==> config.mk <==
export PLATFORM = sky130hd
export DESIGN_NAME = r_release_scheduler
export DESIGN_NICKNAME = d
export VERILOG_FILES = /design/src/rtl/rob_sched_pkg.sv /design/src/rtl/uid_order_fifo.sv /design/src/rtl/r_release_scheduler.sv
export SDC_FILE = /design/constraint.sdc
export NUM_CORES = 1
export LEC_CHECK = 0
export BUFFER_PORTS_ARGS = -buffer_cell sky130_fd_sc_hd__buf_2
export CORE_ASPECT_RATIO = 1.5
export CORE_MARGIN = 10
export CORE_UTILIZATION = 50
export CTS_CLUSTER_DIAMETER = 200
export DETAILED_ROUTE_END_ITERATION = 7
export PLACE_DENSITY = 0.67
export SLEW_MARGIN = 25
export SYNTH_ARGS = -nofsm -noshare
export SYNTH_HDL_FRONTEND = slang
export SYNTH_SLANG_ARGS = --single-unit
==> constraint.sdc <==
create_clock -name clk -period 6.4 [get_ports clk]
set_input_delay 0 -clock clk [delete_from_list [all_inputs] [get_ports clk]]
set_output_delay 0 -clock clk [all_outputs]
set_load 0.1 [all_outputs]
==> src/rtl/rob_sched_pkg.sv <==
// Shared types and default widths for the R-channel release scheduler.
package rob_sched_pkg;

  localparam int unsigned DEF_NUM_UIDS      = 16;
  localparam int unsigned DEF_ID_WIDTH      = 4;
  localparam int unsigned DEF_NUM_ORIG_IDS  = 16;
  localparam int unsigned DEF_ORIG_ID_WIDTH = 4;
  localparam int unsigned DEF_ORDER_DEPTH   = 4;
  localparam int unsigned DEF_MAX_BEATS     = 8;
  localparam int unsigned DEF_DATA_WIDTH    = 64;
  localparam int unsigned DEF_RESP_WIDTH    = 2;
  localparam int unsigned DEF_CNT_WIDTH     = $clog2(DEF_MAX_BEATS + 1);

  typedef enum logic {
    IDLE  = 1'b0,
    DRAIN = 1'b1
  } sched_state_e;

  typedef logic [DEF_ID_WIDTH-1:0]      uid_t;
  typedef logic [DEF_ORIG_ID_WIDTH-1:0] orig_id_t;
  typedef logic [DEF_CNT_WIDTH-1:0]     beat_cnt_t;

endpackage

==> src/rtl/uid_order_fifo.sv <==
// Per-original-ID FIFO recording UID allocation order.
// Ports: clk, rst (sync, active-high), push/push_data, pop, head (oldest UID), full, empty.
// Push is ignored when full, pop when empty; push and pop in one cycle both take effect.
module uid_order_fifo #(
  parameter int unsigned DEPTH = 4,
  parameter int unsigned WIDTH = 4
) (
  input  logic             clk,
  input  logic             rst,
  input  logic             push,
  input  logic [WIDTH-1:0] push_data,
  input  logic             pop,
  output logic [WIDTH-1:0] head,
  output logic             full,
  output logic             empty
);

  localparam int unsigned PW = (DEPTH > 1) ? $clog2(DEPTH) : 1;
  localparam int unsigned CW = $clog2(DEPTH + 1);

  logic [WIDTH-1:0] mem [DEPTH];
  logic [PW-1:0]    wr_ptr;
  logic [PW-1:0]    rd_ptr;
  logic [CW-1:0]    count;
  logic             do_push;
  logic             do_pop;

  assign full    = (count == CW'(DEPTH));
  assign empty   = (count == '0);
  assign head    = mem[rd_ptr];
  assign do_push = push & ~full;
  assign do_pop  = pop & ~empty;

  function automatic logic [PW-1:0] ptr_inc(input logic [PW-1:0] p);
    return (p == PW'(DEPTH - 1)) ? '0 : p + PW'(1);
  endfunction

  // Storage needs no reset; occupancy tracking does.
  always_ff @(posedge clk) begin
    if (do_push) mem[wr_ptr] <= push_data;
  end

  always_ff @(posedge clk) begin
    if (rst) begin
      wr_ptr <= '0;
      rd_ptr <= '0;
      count  <= '0;
    end else begin
      if (do_push) wr_ptr <= ptr_inc(wr_ptr);
      if (do_pop)  rd_ptr <= ptr_inc(rd_ptr);
      if (do_push && !do_pop)      count <= count + CW'(1);
      else if (do_pop && !do_push) count <= count - CW'(1);
    end
  end

endmodule

==> src/rtl/r_release_scheduler.sv <==
// Drains per-UID response memory to the master in legal AXI order.
// Tracks UID allocation order per original ID, beat counts and completion per UID,
// round-robins among original IDs whose oldest UID is ready, and streams that UID's
// burst to the master with the original ID restored, returning the UID on its last beat.
// Ports: clk, rst (sync, active-high); alloc_valid/alloc_ready/alloc_uid/alloc_orig_id;
// obs_fire/obs_uid/obs_last; free_req/uid_to_free/free_ack; rm_r_* (beats from memory,
// id = UID); m_r_* (beats to master, id = original ID); uid_rel_valid/uid_rel_uid; busy.
// Build option: define R_SCHED_CUT_THROUGH_EN to start draining once the head UID holds
// any beat; otherwise a UID is drained only after its last beat is stored.
module r_release_scheduler
  import rob_sched_pkg::*;
#(
  parameter int unsigned NUM_UIDS      = DEF_NUM_UIDS,
  parameter int unsigned ID_WIDTH      = DEF_ID_WIDTH,
  parameter int unsigned NUM_ORIG_IDS  = DEF_NUM_ORIG_IDS,
  parameter int unsigned ORIG_ID_WIDTH = DEF_ORIG_ID_WIDTH,
  parameter int unsigned ORDER_DEPTH   = DEF_ORDER_DEPTH,
  parameter int unsigned MAX_BEATS     = DEF_MAX_BEATS,
  parameter int unsigned DATA_WIDTH    = DEF_DATA_WIDTH,
  parameter int unsigned RESP_WIDTH    = DEF_RESP_WIDTH
) (
  input  logic                     clk,
  input  logic                     rst,
  input  logic                     alloc_valid,
  output logic                     alloc_ready,
  input  logic [ID_WIDTH-1:0]      alloc_uid,
  input  logic [ORIG_ID_WIDTH-1:0] alloc_orig_id,
  input  logic                     obs_fire,
  input  logic [ID_WIDTH-1:0]      obs_uid,
  input  logic                     obs_last,
  output logic                     free_req,
  output logic [ID_WIDTH-1:0]      uid_to_free,
  input  logic                     free_ack,
  input  logic                     rm_r_valid,
  output logic                     rm_r_ready,
  input  logic [ID_WIDTH-1:0]      rm_r_id,
  input  logic [DATA_WIDTH-1:0]    rm_r_data,
  input  logic [RESP_WIDTH-1:0]    rm_r_resp,
  input  logic                     rm_r_last,
  output logic                     m_r_valid,
  input  logic                     m_r_ready,
  output logic [ORIG_ID_WIDTH-1:0] m_r_id,
  output logic [DATA_WIDTH-1:0]    m_r_data,
  output logic [RESP_WIDTH-1:0]    m_r_resp,
  output logic                     m_r_last,
  output logic                     uid_rel_valid,
  output logic [ID_WIDTH-1:0]      uid_rel_uid,
  output logic                     busy
);

  localparam int unsigned CNT_W = $clog2(MAX_BEATS + 1);

  sched_state_e             state;
  logic [ORIG_ID_WIDTH-1:0] rr_ptr;
  logic [ID_WIDTH-1:0]      grant_uid;
  logic [ORIG_ID_WIDTH-1:0] grant_orig;

  logic [ID_WIDTH-1:0]      fifo_head [NUM_ORIG_IDS];
  logic [NUM_ORIG_IDS-1:0]  fifo_full;
  logic [NUM_ORIG_IDS-1:0]  fifo_empty;
  logic [NUM_ORIG_IDS-1:0]  fifo_push;
  logic [NUM_ORIG_IDS-1:0]  fifo_pop;
  logic [NUM_ORIG_IDS-1:0]  elig;

  logic [CNT_W-1:0]         beat_cnt [NUM_UIDS];
  logic [NUM_UIDS-1:0]      done;

  logic                     in_drain;
  logic                     beat_xfer;
  logic                     last_xfer;
  logic                     found;
  logic [ORIG_ID_WIDTH-1:0] win;
  int unsigned              idx;

  assign in_drain    = (state == DRAIN);
  assign alloc_ready = ~fifo_full[alloc_orig_id];
  assign uid_to_free = grant_uid;

  // Memory-to-master beat path; free_ack qualifies the memory's head beat.
  assign m_r_valid  = in_drain & rm_r_valid & free_ack;
  assign rm_r_ready = in_drain & m_r_ready & free_ack;
  assign m_r_id     = in_drain ? grant_orig : '0;
  assign m_r_data   = in_drain ? rm_r_data  : '0;
  assign m_r_resp   = in_drain ? rm_r_resp  : '0;
  assign m_r_last   = in_drain & rm_r_last;
  assign beat_xfer  = m_r_valid & m_r_ready;
  assign last_xfer  = beat_xfer & rm_r_last;

  for (genvar g = 0; g < NUM_ORIG_IDS; g++) begin : g_order
    assign fifo_push[g] = alloc_valid & alloc_ready & (alloc_orig_id == ORIG_ID_WIDTH'(g));
    assign fifo_pop[g]  = last_xfer & (grant_orig == ORIG_ID_WIDTH'(g));

    uid_order_fifo #(
      .DEPTH (ORDER_DEPTH),
      .WIDTH (ID_WIDTH)
    ) u_fifo (
      .clk       (clk),
      .rst       (rst),
      .push      (fifo_push[g]),
      .push_data (alloc_uid),
      .pop       (fifo_pop[g]),
      .head      (fifo_head[g]),
      .full      (fifo_full[g]),
      .empty     (fifo_empty[g])
    );

`ifdef R_SCHED_CUT_THROUGH_EN
    // A done head always still holds beats, so the OR only keeps done observable.
    assign elig[g] = ~fifo_empty[g] & ((beat_cnt[fifo_head[g]] != '0) | done[fifo_head[g]]);
`else
    assign elig[g] = ~fifo_empty[g] & done[fifo_head[g]] & (beat_cnt[fifo_head[g]] != '0);
`endif
  end

  // Stored-minus-popped beat count per UID; simultaneous +1/-1 cancel.
  for (genvar u = 0; u < NUM_UIDS; u++) begin : g_cnt
    logic inc;
    logic dec;
    assign inc = obs_fire & (obs_uid == ID_WIDTH'(u));
    assign dec = beat_xfer & (rm_r_id == ID_WIDTH'(u));

    always_ff @(posedge clk) begin
      if (rst)              beat_cnt[u] <= '0;
      else if (inc && !dec) beat_cnt[u] <= beat_cnt[u] + CNT_W'(1);
      else if (dec && !inc) beat_cnt[u] <= beat_cnt[u] - CNT_W'(1);
    end
  end

  // Completion flags: set when the last beat is stored, cleared when it is popped.
  always_ff @(posedge clk) begin
    if (rst) begin
      done <= '0;
    end else begin
      done <= (done & ~(NUM_UIDS'(last_xfer) << rm_r_id))
            | (NUM_UIDS'(obs_fire & obs_last) << obs_uid);
    end
  end

  // Round-robin scan starting at rr_ptr; first eligible ID wins.
  always_comb begin
    found = 1'b0;
    win   = '0;
    idx   = 0;
    for (int unsigned k = 0; k < NUM_ORIG_IDS; k++) begin
      idx = 32'(rr_ptr) + k;
      if (idx >= NUM_ORIG_IDS) idx = idx - NUM_ORIG_IDS;
      if (!found && elig[ORIG_ID_WIDTH'(idx)]) begin
        found = 1'b1;
        win   = ORIG_ID_WIDTH'(idx);
      end
    end
  end

  // Grant / drain sequencer with registered control outputs.
  always_ff @(posedge clk) begin
    if (rst) begin
      state         <= IDLE;
      rr_ptr        <= '0;
      grant_uid     <= '0;
      grant_orig    <= '0;
      free_req      <= 1'b0;
      busy          <= 1'b0;
      uid_rel_valid <= 1'b0;
      uid_rel_uid   <= '0;
    end else begin
      uid_rel_valid <= 1'b0;
      case (state)
        IDLE: begin
          if (found) begin
            state      <= DRAIN;
            grant_uid  <= fifo_head[win];
            grant_orig <= win;
            free_req   <= 1'b1;
            busy       <= 1'b1;
            rr_ptr     <= (win == ORIG_ID_WIDTH'(NUM_ORIG_IDS - 1)) ? '0 : win + ORIG_ID_WIDTH'(1);
          end
        end
        DRAIN: begin
          if (last_xfer) begin
            state         <= IDLE;
            free_req      <= 1'b0;
            busy          <= 1'b0;
            uid_rel_valid <= 1'b1;
            uid_rel_uid   <= grant_uid;
          end
        end
        default: state <= IDLE;
      endcase
    end
  end

endmodule

# Word-level counts from Yosys, hierarchy flattened
# Memories as Yosys holds them, arrays and structs flattened. A register that Yosys moved wholly into a read port is not among the register bits.
# Index checks and enable logic that the tools add are counted.
# op_classes
n_addsub	128
magnitude_cmp	50
n_eq_ne	111
shift	2
muxes	402
bitwise	207
n_reduce_logical	214
# op_table
op	count
4-bit two-way mux	68
1-bit two-way mux	200
4-bit by 5-bit < comparator with 1-bit output (second input constant)	33
1-bit AND	137
1-bit binary-select mux with 4-bit select	33
4-bit equality test (second input constant)	33
2-bit two-way mux	65
4-bit by 1-bit subtractor with 4-bit output (second input constant)	32
3-bit two-way mux	32
5-bit greater-or-equal comparator (second input constant)	16
1-bit logical AND	79
1-bit logical NOT	79
4-bit by 1-bit adder with 4-bit output (second input constant)	17
2-bit by 1-bit adder with 2-bit output (second input constant)	32
2-bit equality test (second input constant)	32
4-bit by 3-bit equality test with 1-bit output (second input constant)	16
64-bit two-way mux	1
4-bit nonzero test	16
3-bit by 1-bit adder with 3-bit output (second input constant)	16
3-bit equality test (second input constant)	16
3-bit logical NOT	16
3-bit by 1-bit subtractor with 3-bit output (second input constant)	16
4-bit by 4-bit adder with 5-bit output (second input constant)	8
1-bit inverter	34
20 further kinds	87
# totals
reg_bits	147
mem_bits_rw	320
in_bits	91
elab_cells	1187
memories	17
# mem_list
memory	depth	word_bits	read_ports	rd_clocked_by_memory_dff	write_ports	line_no	text
beat_cnt	16	4	32	0	16	r_release_scheduler.sv:65	logic [CNT_W-1:0] beat_cnt [NUM_UIDS];
g_order[0].u_fifo.mem	4	4	1	1	1	uid_order_fifo.sv:21	logic [WIDTH-1:0] mem [DEPTH];
g_order[10].u_fifo.mem	4	4	1	1	1	uid_order_fifo.sv:21	
g_order[11].u_fifo.mem	4	4	1	1	1	uid_order_fifo.sv:21	
g_order[12].u_fifo.mem	4	4	1	1	1	uid_order_fifo.sv:21	
g_order[13].u_fifo.mem	4	4	1	1	1	uid_order_fifo.sv:21	
11 more memories	n/a	n/a	n/a	n/a	n/a	n/a	

# Longest topological paths before layout
# Gate-level depths: netlist (run 1).
# logic_depth
depth_word	56
ltp_mapped	22
mapped_depth_nobuf	18

# Modules after synthesis
# From an unflattened synthesis (run 1), not the netlist that was laid out.
# hier_totals
cells_unflattened	2887
area_unflattened_um2	32034.5
# modules_own_cells
mod	n_inst	cells_each	area_each_um2	seq_area_each_um2
uid_order_fifo	16	70	1073.5	660.6
r_release_scheduler	1	1767	14858.0	2622.5

# Worst setup path before layout (run 1)
# Ideal clock, no wire load.
# synth_path
path_kind	flip-flop to flip-flop
from	register rr_ptr[0]
to	register grant_uid[0], in the netlist uid_to_free[0]
setup_time_ps	126
t_arrival_ps	4902
setup_slack_ps	1372
stages_incl_launch_ff	20
period_less_slack_ps	5028
cell_sequence	dfxtp_1 -> buf_2 -> clkinv_1 -> clkbuf_1 -> buf_1 -> ha_1 -> clkbuf_1 -> clkinv_1 -> nor4_1 -> a211oi_1 -> o2bb2ai_1 -> or2_2 -> nor3_1 -> nand4_2 -> or4_1 -> nand3_4 -> mux2_1 -> o211a_1 -> a311oi_1 -> o32ai_1
# synth_via
elab_chain_len	54
word_cells_on_any_way	162
cone_classes	add/sub: 31; order compare: 16; mux: 83; bitwise: 1; reduce/logical: 31
# synth_rtl
element	line_no	text
start: declaration	r_release_scheduler.sv:54	logic [ORIG_ID_WIDTH-1:0] rr_ptr;
start signal: assignment	r_release_scheduler.sv:175	rr_ptr <= (win == ORIG_ID_WIDTH'(NUM_ORIG_IDS - 1)) ? '0 : win + ORIG_ID_WIDTH'(1);
branches (longest 54 deep; another with 4-bit by 1-bit adder with 5-bit output)	n/a	
end signal: assignment	r_release_scheduler.sv:171	grant_uid <= fifo_head[win];
end: declaration	r_release_scheduler.sv:55	logic [ID_WIDTH-1:0] grant_uid;
# Parallel ways; which one is timed is not known. The select of a mux whose other input is x is not followed.
# A chain may end at the register's enable or synchronous reset.

==> results by group, run 1 <==
Synth
  – Mapped cell area: 30,300 sq um
  – Synth top area share: 31.8%
  – #FFs+latches synth: 499
  – Post-synth net total: 3,062
  – Synth unique cells: 113
  – Mapped Avg Cell Area: 10.7 sq um
  – Sequential share of the synthesized area: 43.6%
  – Ys Warns: 0
  – Cells after synthesis: 2,818
  – Async S/R FF share, synth: 0%
  – Top FF cell, synth: edfxtp_1
  – Synth top area cells: edfxtp_1, dfxtp_1, mux4_2, mux2i_1, ha_1
  – EDFF count, synth: 320
  – Area leader, netlist: edfxtp_1

Clock tree
  – Total CTS buffers: 46
  – Setup bufs post-CTS: 0
  – Clock buffer depth: 3
  – Skew-Pair Late Insertion Delay: 0.61 ns
  – Resized cells post-CTS: 0
  – Root Driver: clkbuf_16
  – Clock tree sinks: 499
  – H-tree depth: 2
  – CTS tree: done
  – Clk slew on worst S/H paths: 0.07 ns
  – Post-CTS Hold Buffers: 15

STA
  – FMAX: 162 MHz
  – Slew Limit Fails: 0
  – Final setup viols: 0
  – Setup TNS: 0 ns
  – RSZ-0062 raised after global routing: false
  – Fin Clk Skew: 0.0229 ns
  – Least-Margin Pin Slew: 1.15 ns
  – Final Hold Viols: 0
  – Slew margin rel.: 22.5%
  – Minimum clock period: 6.17 ns
  – Final period util: 96.4%

Min path
  – Worst hold path type: input pin to register
  – Worst Hold Depth: 4
  – Hold Path End: done[1]$_SDFF_PP0_
  – Hold_sp: rm_r_id[0]

Floorplanning
  – Starting density of the core: 50.4%
  – Die area: 71,000 sq um
  – FP Rows: 110
  – Die width: 221 um
  – Top-level I/O count: 176
  – Core area: 60,000 sq um
  – Overall die height: 321 um

Drt
  – First-pass iteration count of the detailed router: 8
  – DR DRC count: 0
  – Remaining antenna violation count after routing: 0
  – DR vias: 23,874
  – Vias per cell: 6.24
  – Final WL: 90,500 um
  – Initial DRC count: 1,819
  – DR WL/cell: 23.6 um

Finish
  – Finished Layout Cells: 3,829
  – Total area of sequential cells: 13,200 sq um
  – Final net count: 3,251
  – Fin area: 33,800 sq um
  – Area grow syn2layout: 11.8%
  – Fillcell total: 5,069
  – N_diodes: 0
  – Share of cells above drive strength 1: 16.8%
  – Area of the multi-input gates: 16,000 sq um

Setup path
  – R2R cell count: 18
  – RR Endpoint: uid_to_free[3]$_SDFFE_PP0P_
  – Setup crit start: beat_cnt[11][2]$_DFFE_PP_
  – R2r setup slk: 0.23 ns
  – Setup crit end kind: register
  – Worst setup SP type: register
  – Worst R2R Start: beat_cnt[11][2]$_DFFE_PP_
  – Critical path data required time: 6.88 ns
  – CP Max Fanout: 10
  – Kind of critical path: register to register
  – CP arrival: 6.66 ns

GRT
  – Antenna violations before repair: 1
  – Vias in the first global route: 24,141
  – First-pass GRT wire length: 139,000 um
  – Total GRT Usage: 24.6%
  – Largest net degree at the start of global routing: 122
  – GR Overflow Total: 0

Placed design
  – Inst Count DP: 3,728
  – IO Port Bufs: 175
  – RePlAce Congestion: 0.978
  – Placement Cell Area: 32,100 sq um
  – Post-DP HPWL: 69,200 um

Pwr
  – VDD IR-drop max: 0.265 mV
  – Static leakage: 0.0126 uW
  – PwrDens: 334 nW/um^2

Flow run
  – Max Cap Viol: 0

Status
  – Status: complete, no violations
## cell usage after synthesis (28+ instances only)
cell type,instances
a21oi_1,136
a221oi_1,50
and2_1,121
and3_1,35
buf_2,32
clkbuf_1,66
dfxtp_1,179
edfxtp_1,320
ha_1,136
inv_1,101
mux2i_1,185
mux4_2,86
nand2_1,177
nand2b_1,69
nand3_1,28
nor2_1,298
nor3_1,128
nor4_1,30
o21ai_0,94
o22ai_1,28
or3_1,47
xor2_1,52
## layout by cell type (no fill, tap or decap), types with 52 or more instances in the layout
cell and n:
nand2_1 177, a21oi_1 136, inv_1 101, xor2_1 52, nand2b_1 69, buf_4 82, nor2_1 298, mux4_2 86
o21ai_0 94, ha_1 136, nor3_1 127, buf_2 174, edfxtp_1 320, dfxtp_1 179, and2_1 121, mux2i_1 185
## metal layers
layer | global-route usage, % | vias up | routed length (um)
met5 | 0 | - | 0
met4 | 16.0 | 0 | 6280
met3 | 4.00 | 313 | 5330
met2 | 45.2 | 960 | 46100
met1 | 25.6 | 11619 | 32800
li1 | - | 10982 | -
## cell type report
cell class                      instances  area share (%)
Inverter                              106            1.18
Clock inverter                         27           0.910
Tap cell                              784            2.90
Clock buffer                           59            3.76
Multi-Input combinational cell       2080            47.2
Sequential cell                       499            39.0
Timing Repair Buffer                  274            4.99
## per-stage QoR
| stage | total power, uW | setup slack, ns | utilization [%] | hold WS, ns |
|---|---|---|---|---|
| final | 11300 | 0.230 | 56.4 | 0.0552 |
| after global routing | 11700 | 0.0667 | 56.4 | 0.0997 |
| after floorplan | 6940 | 1.37 | - | 0.0989 |
| after detailed placement | 8390 | 0.390 | 53.5 | 0.391 |
| after global placement | 8390 | 0.386 | 53.4 | 0.383 |
| after CTS | 11300 | 0.376 | 56.3 | 0.0225 |
## cell families after synthesis
| group | after synthesis | share of synthesized area [%] |
|---|---|---|
| AND/OR/NAND/NOR | 1034 | 17.4 |
| XOR/XNOR | 64 | 1.85 |
| multiplexers | 283 | 13.0 |
| AO/OA/AOI/OAI | 546 | 13.7 |
| buffers and inverters | 239 | 3.67 |
| adder cells (fa/ha/maj) | 153 | 6.75 |
| flip-flops | 499 | 43.6 |
## state kept, by name (all words and copies together), names as in the netlist, named ones only
name / cells
g_order.u_fifo.mem: 256
beat_cnt: 64
g_order.u_fifo.count: 48
g_order.u_fifo.rd_ptr: 32
g_order.u_fifo.wr_ptr: 32
done: 16
grant_orig: 4
rr_ptr: 4
uid_rel_uid: 4
uid_to_free: 4
busy: 1
in_drain: 1
uid_rel_valid: 1
## worst max path at each step
| stage | cells past startpoint | end |
|---|---|---|
| global placement | 18 | uid_to_free[3]$_SDFFE_PP0P_ |
| CTS | 18 | uid_to_free[3]$_SDFFE_PP0P_ |
| global route | 18 | uid_to_free[3]$_SDFFE_PP0P_ |
| finish | 18 | uid_to_free[3]$_SDFFE_PP0P_ |
| floorplan | 19 | uid_to_free[0]$_SDFFE_PP0P_ |
| detailed placement | 18 | uid_to_free[3]$_SDFFE_PP0P_ |
## power by group
part	switching, uW	leakage [uW]	internal (uW)	total (uW)
Sequential	122	0.00441	3490	3610
Clock	1260	0.000772	1620	2880
Combinational	3080	0.00740	1720	4800
Total	4470	0.0126	6830	11300
## critical path, stage by stage (launching register included)
cell       delay [ns]
edfxtp_1         0.51
o41ai_4          0.85
buf_4            0.33
mux2_1           0.16
a311o_1          0.24
o31ai_1          0.10
o32ai_2          0.26
mux2i_1          0.43
a2bb2oi_1        0.46
o21a_1           0.30
and4_1           0.29
nand4_2          0.16
or4_1            0.65
nand3_4          0.19
buf_4            0.23
mux2i_1          0.38
nand2_1          0.09
a311oi_1         0.30
o32ai_1          0.11
Power figures use the tool's default switching activity.
==> run 2, diff against run 1 <==
==> constraint.sdc (replaced) <==
create_clock -name clk -period 6.4 [get_ports clk]
set_input_delay 0.32 -clock clk [delete_from_list [all_inputs] [get_ports clk]]
set_output_delay 0.32 -clock clk [all_outputs]
set_load 0.1 [all_outputs]
==> results by group, run 2 (same netlist as run 1, synthesis figures left out) <==
Status
  – Status: complete, no violations

Min path
  – Worst Hold Depth: 3 (-1)
  – Worst hold path type: input pin to register
  – Hold_sp: obs_last
  – Hold Path End: done[15]$_SDFF_PP0_

Setup path
  – CP cell instances: o41ai_4 -> buf_4 -> mux2i_1 -> o22ai_1 -> nor4_1 -> o32ai_2 -> nor3_1 -> a211o_1 -> o21bai_2 -> nor3_1 -> nand4_2 -> or4_1 -> nand3_4 -> buf_12 -> buf_4 -> mux2i_1 -> a22oi_1 -> a21oi_1 -> o32ai_1
  – CP Max Fanout: 11 (+1)
  – Worst R2R Start: beat_cnt[11][2]$_DFFE_PP_
  – Slowest CP cell: o41ai_4
  – RR Endpoint: uid_to_free[2]$_SDFFE_PP0P_
  – Worst setup SP type: register
  – Kind of critical path: register to register
  – Critical Path Max Stage Delay: 0.87 ns (+0.02 ns)
  – R2R cell count: 19 (+1)
  – CP arrival: 6.62 ns (-0.04 ns)
  – R2r setup slk: 0.23 ns (about the same)
  – Critical path data required time: 6.85 ns (-0.03 ns)
  – Setup crit end kind: register

Pwr
  – VDD IR-drop max: 0.249 mV (-5.9%)
  – Sw power: 4490 uW (+0.53%)
  – Sw Ratio: 39.7% (+0.14 points)
  – Int Power: 6830 uW (about the same)
  – Comb power frac: 42.2% (-0.3 points)
  – Sequential power share: 32.0% (about the same)
  – Static leakage: 0.0125 uW (-0.34%)
  – Clock share of power: 25.8% (+0.3 points)
  – PwrDens: 335 nW/um^2 (+0.38%)

Finish
  – Most frequent cells in the layout: edfxtp_1, nor2_1, mux2i_1
  – Max reg flops: 256 (unchanged)
  – Share of cells above drive strength 1: 17.1% (+0.31 points)
  – Fin area: 33,700 sq um (-0.20%)
  – Final net count: 3,242 (-0.28%)
  – Largest register by flop count: g_order.u_fifo.mem
  – Largest regs: g_order.u_fifo.mem: 256 flops, beat_cnt: 64 flops, g_order.u_fifo.count: 48 flops
  – Commonest non-fill, non-tap cell in the layout: edfxtp_1
  – Area grow syn2layout: 11.5%
  – N_diodes: 0 (unchanged)
  – Final core occ: 56.2% (-0.11 points)
  – Fillcell total: 5,034 (-0.69%)

Clock tree
  – Root Driver: clkbuf_16
  – Skew-Pair Late Insertion Delay: 0.62 ns (about the same)
  – Clock buffer depth: 3 (unchanged)
  – Clock tree sinks: 499 (unchanged)
  – Post-CTS Hold Buffers: 0 (-15)
  – Resized cells post-CTS: 0 (unchanged)
  – CTS tree: done
  – Total CTS buffers: 47 (+2.2%)
  – Clk slew on worst S/H paths: 0.07 ns (about the same)
  – Setup bufs post-CTS: 0 (unchanged)
  – H-tree depth: 2 (unchanged)

Placed design
  – Placement Cell Area: 32,100 sq um (+0.12%)
  – RePlAce Congestion: 0.979 (+0.16%)
  – IO Port Bufs: 175 (unchanged)
  – Post-DP HPWL: 69,500 um (+0.43%)

STA
  – Final setup viols: 0 (unchanged)
  – RSZ-0062 raised after global routing: false
  – Slew Limit Fails: 0 (unchanged)
  – Final Hold Viols: 0 (unchanged)
  – Fin Clk Skew: 0.0592 ns (+0.0362 ns)
  – Slew margin rel.: 31.3% (+8.7 points)
  – Worst hold slack: 0.0862 ns (+0.0310 ns)
  – Setup TNS: 0 ns (unchanged)
  – Final period util: 96.4% (about the same)
  – Minimum clock period: 6.17 ns (+0.000750 ns)
  – FMAX: 162 MHz (about the same)
  – Least-Margin Pin Slew: 1.02 ns (-0.130 ns)

Drt
  – DR WL/cell: 23.8 um (+0.64%)
  – Initial DRC count: 1,786 (-1.8%)
  – First-pass iteration count of the detailed router: 6 (-2)
  – Vias per cell: 6.23 (-0.15%)
  – Remaining antenna violation count after routing: 0 (unchanged)
  – DR vias: 23,789 (-0.36%)
  – DR DRC count: 0 (unchanged)
  – Final WL: 90,900 um (+0.43%)

GRT
  – Antenna violations before repair: 3 (+2)
  – Largest net degree at the start of global routing: 122 (unchanged)
  – GR Overflow Total: 0 (unchanged)
  – First-pass GRT wire length: 139,000 um (+0.28%)
  – Total GRT Usage: 24.7% (+0.078 points)
  – Vias in the first global route: 23,981 (-0.66%)

Floorplanning
  – Overall die height: 321 um (unchanged)
  – FP Rows: 110 (unchanged)
  – Starting density of the core: 50.4% (unchanged)
  – Die width: 221 um (unchanged)
  – Core area: 60,000 sq um (unchanged)
  – Top-level I/O count: 176 (unchanged)
  – Die area: 71,000 sq um (unchanged)

Flow run
  – Max Cap Viol: 0 (unchanged)
[run 2: cell types whose count changed in the layout (fill, tap and decap cells not counted), sizes merged]
cell         change
clkinvlp         +8
inv              +1
buf              +5
dlygate4sd3     -15
clkinv           -3
clkbuf           -4
[run 2: metal layers]
metal / global-route usage [%] / routed length (um) / up-vias
met2: 45.3 / 46600 / 980
met4: 15.9 / 6170 / 2
met3: 4.42 / 5720 / 313
met5: 0 / 11 / -
li1: - / - / 10956
met1: 25.5 / 32300 / 11538
[run 2: critical path, delay by kind of cell (launching register included)]
family                 cells  cell delay (ns)
DFF                        1             0.52
buffers and inverters      3             0.60
muxes                      2             0.34
AOI/OAI and AO/OA          8             2.81
and+or+nand+nor            6             1.71
[run 2: cell type report]
class                           instances  area [sq um]  area share [%]
Timing Repair Buffer                  264          1580            4.67
Clock buffer                           55          1250            3.70
Multi-Input combinational cell       2080         16000            47.3
Sequential cell                       499         13200            39.1
Clock inverter                         33           377            1.12
Tap cell                              784           981            2.91
Inverter                              106           399            1.18
[run 2: worst max-delay path by stage]
stage	start	end	slack [ns]	depth (start not counted)
after detailed placement	beat_cnt[11][2]$_DFFE_PP_	uid_to_free[3]$_SDFFE_PP0P_	0.37	18
after global routing	beat_cnt[11][2]$_DFFE_PP_	uid_to_free[2]$_SDFFE_PP0P_	0.02	19
after CTS	beat_cnt[11][2]$_DFFE_PP_	uid_to_free[3]$_SDFFE_PP0P_	0.36	18
after floorplan	rr_ptr[0]$_SDFFE_PP0P_	uid_to_free[0]$_SDFFE_PP0P_	1.37	19
after global placement	beat_cnt[11][2]$_DFFE_PP_	uid_to_free[3]$_SDFFE_PP0P_	0.39	18
final	beat_cnt[11][2]$_DFFE_PP_	uid_to_free[2]$_SDFFE_PP0P_	0.23	19
[run 2: power groups by stage]
stage                     clock (uW)  sequential (uW)  combinational (uW)
after detailed placement           0             3680                4700
after floorplan                    0             3700                3240
after global placement             0             3680                4710
after CTS                       2970             3610                4720
final                           2920             3620                4780
after global routing            3090             3620                5060
[run 2: per-stage QoR]
step,std cells,setup slack (ns),power [uW]
detailed placement,3733,0.367,8390
global placement,3733,0.389,8390
global route,3821,0.0218,11800
finish,3821,0.229,11300
floorplan,2818,1.37,6940
CTS,3821,0.355,11300
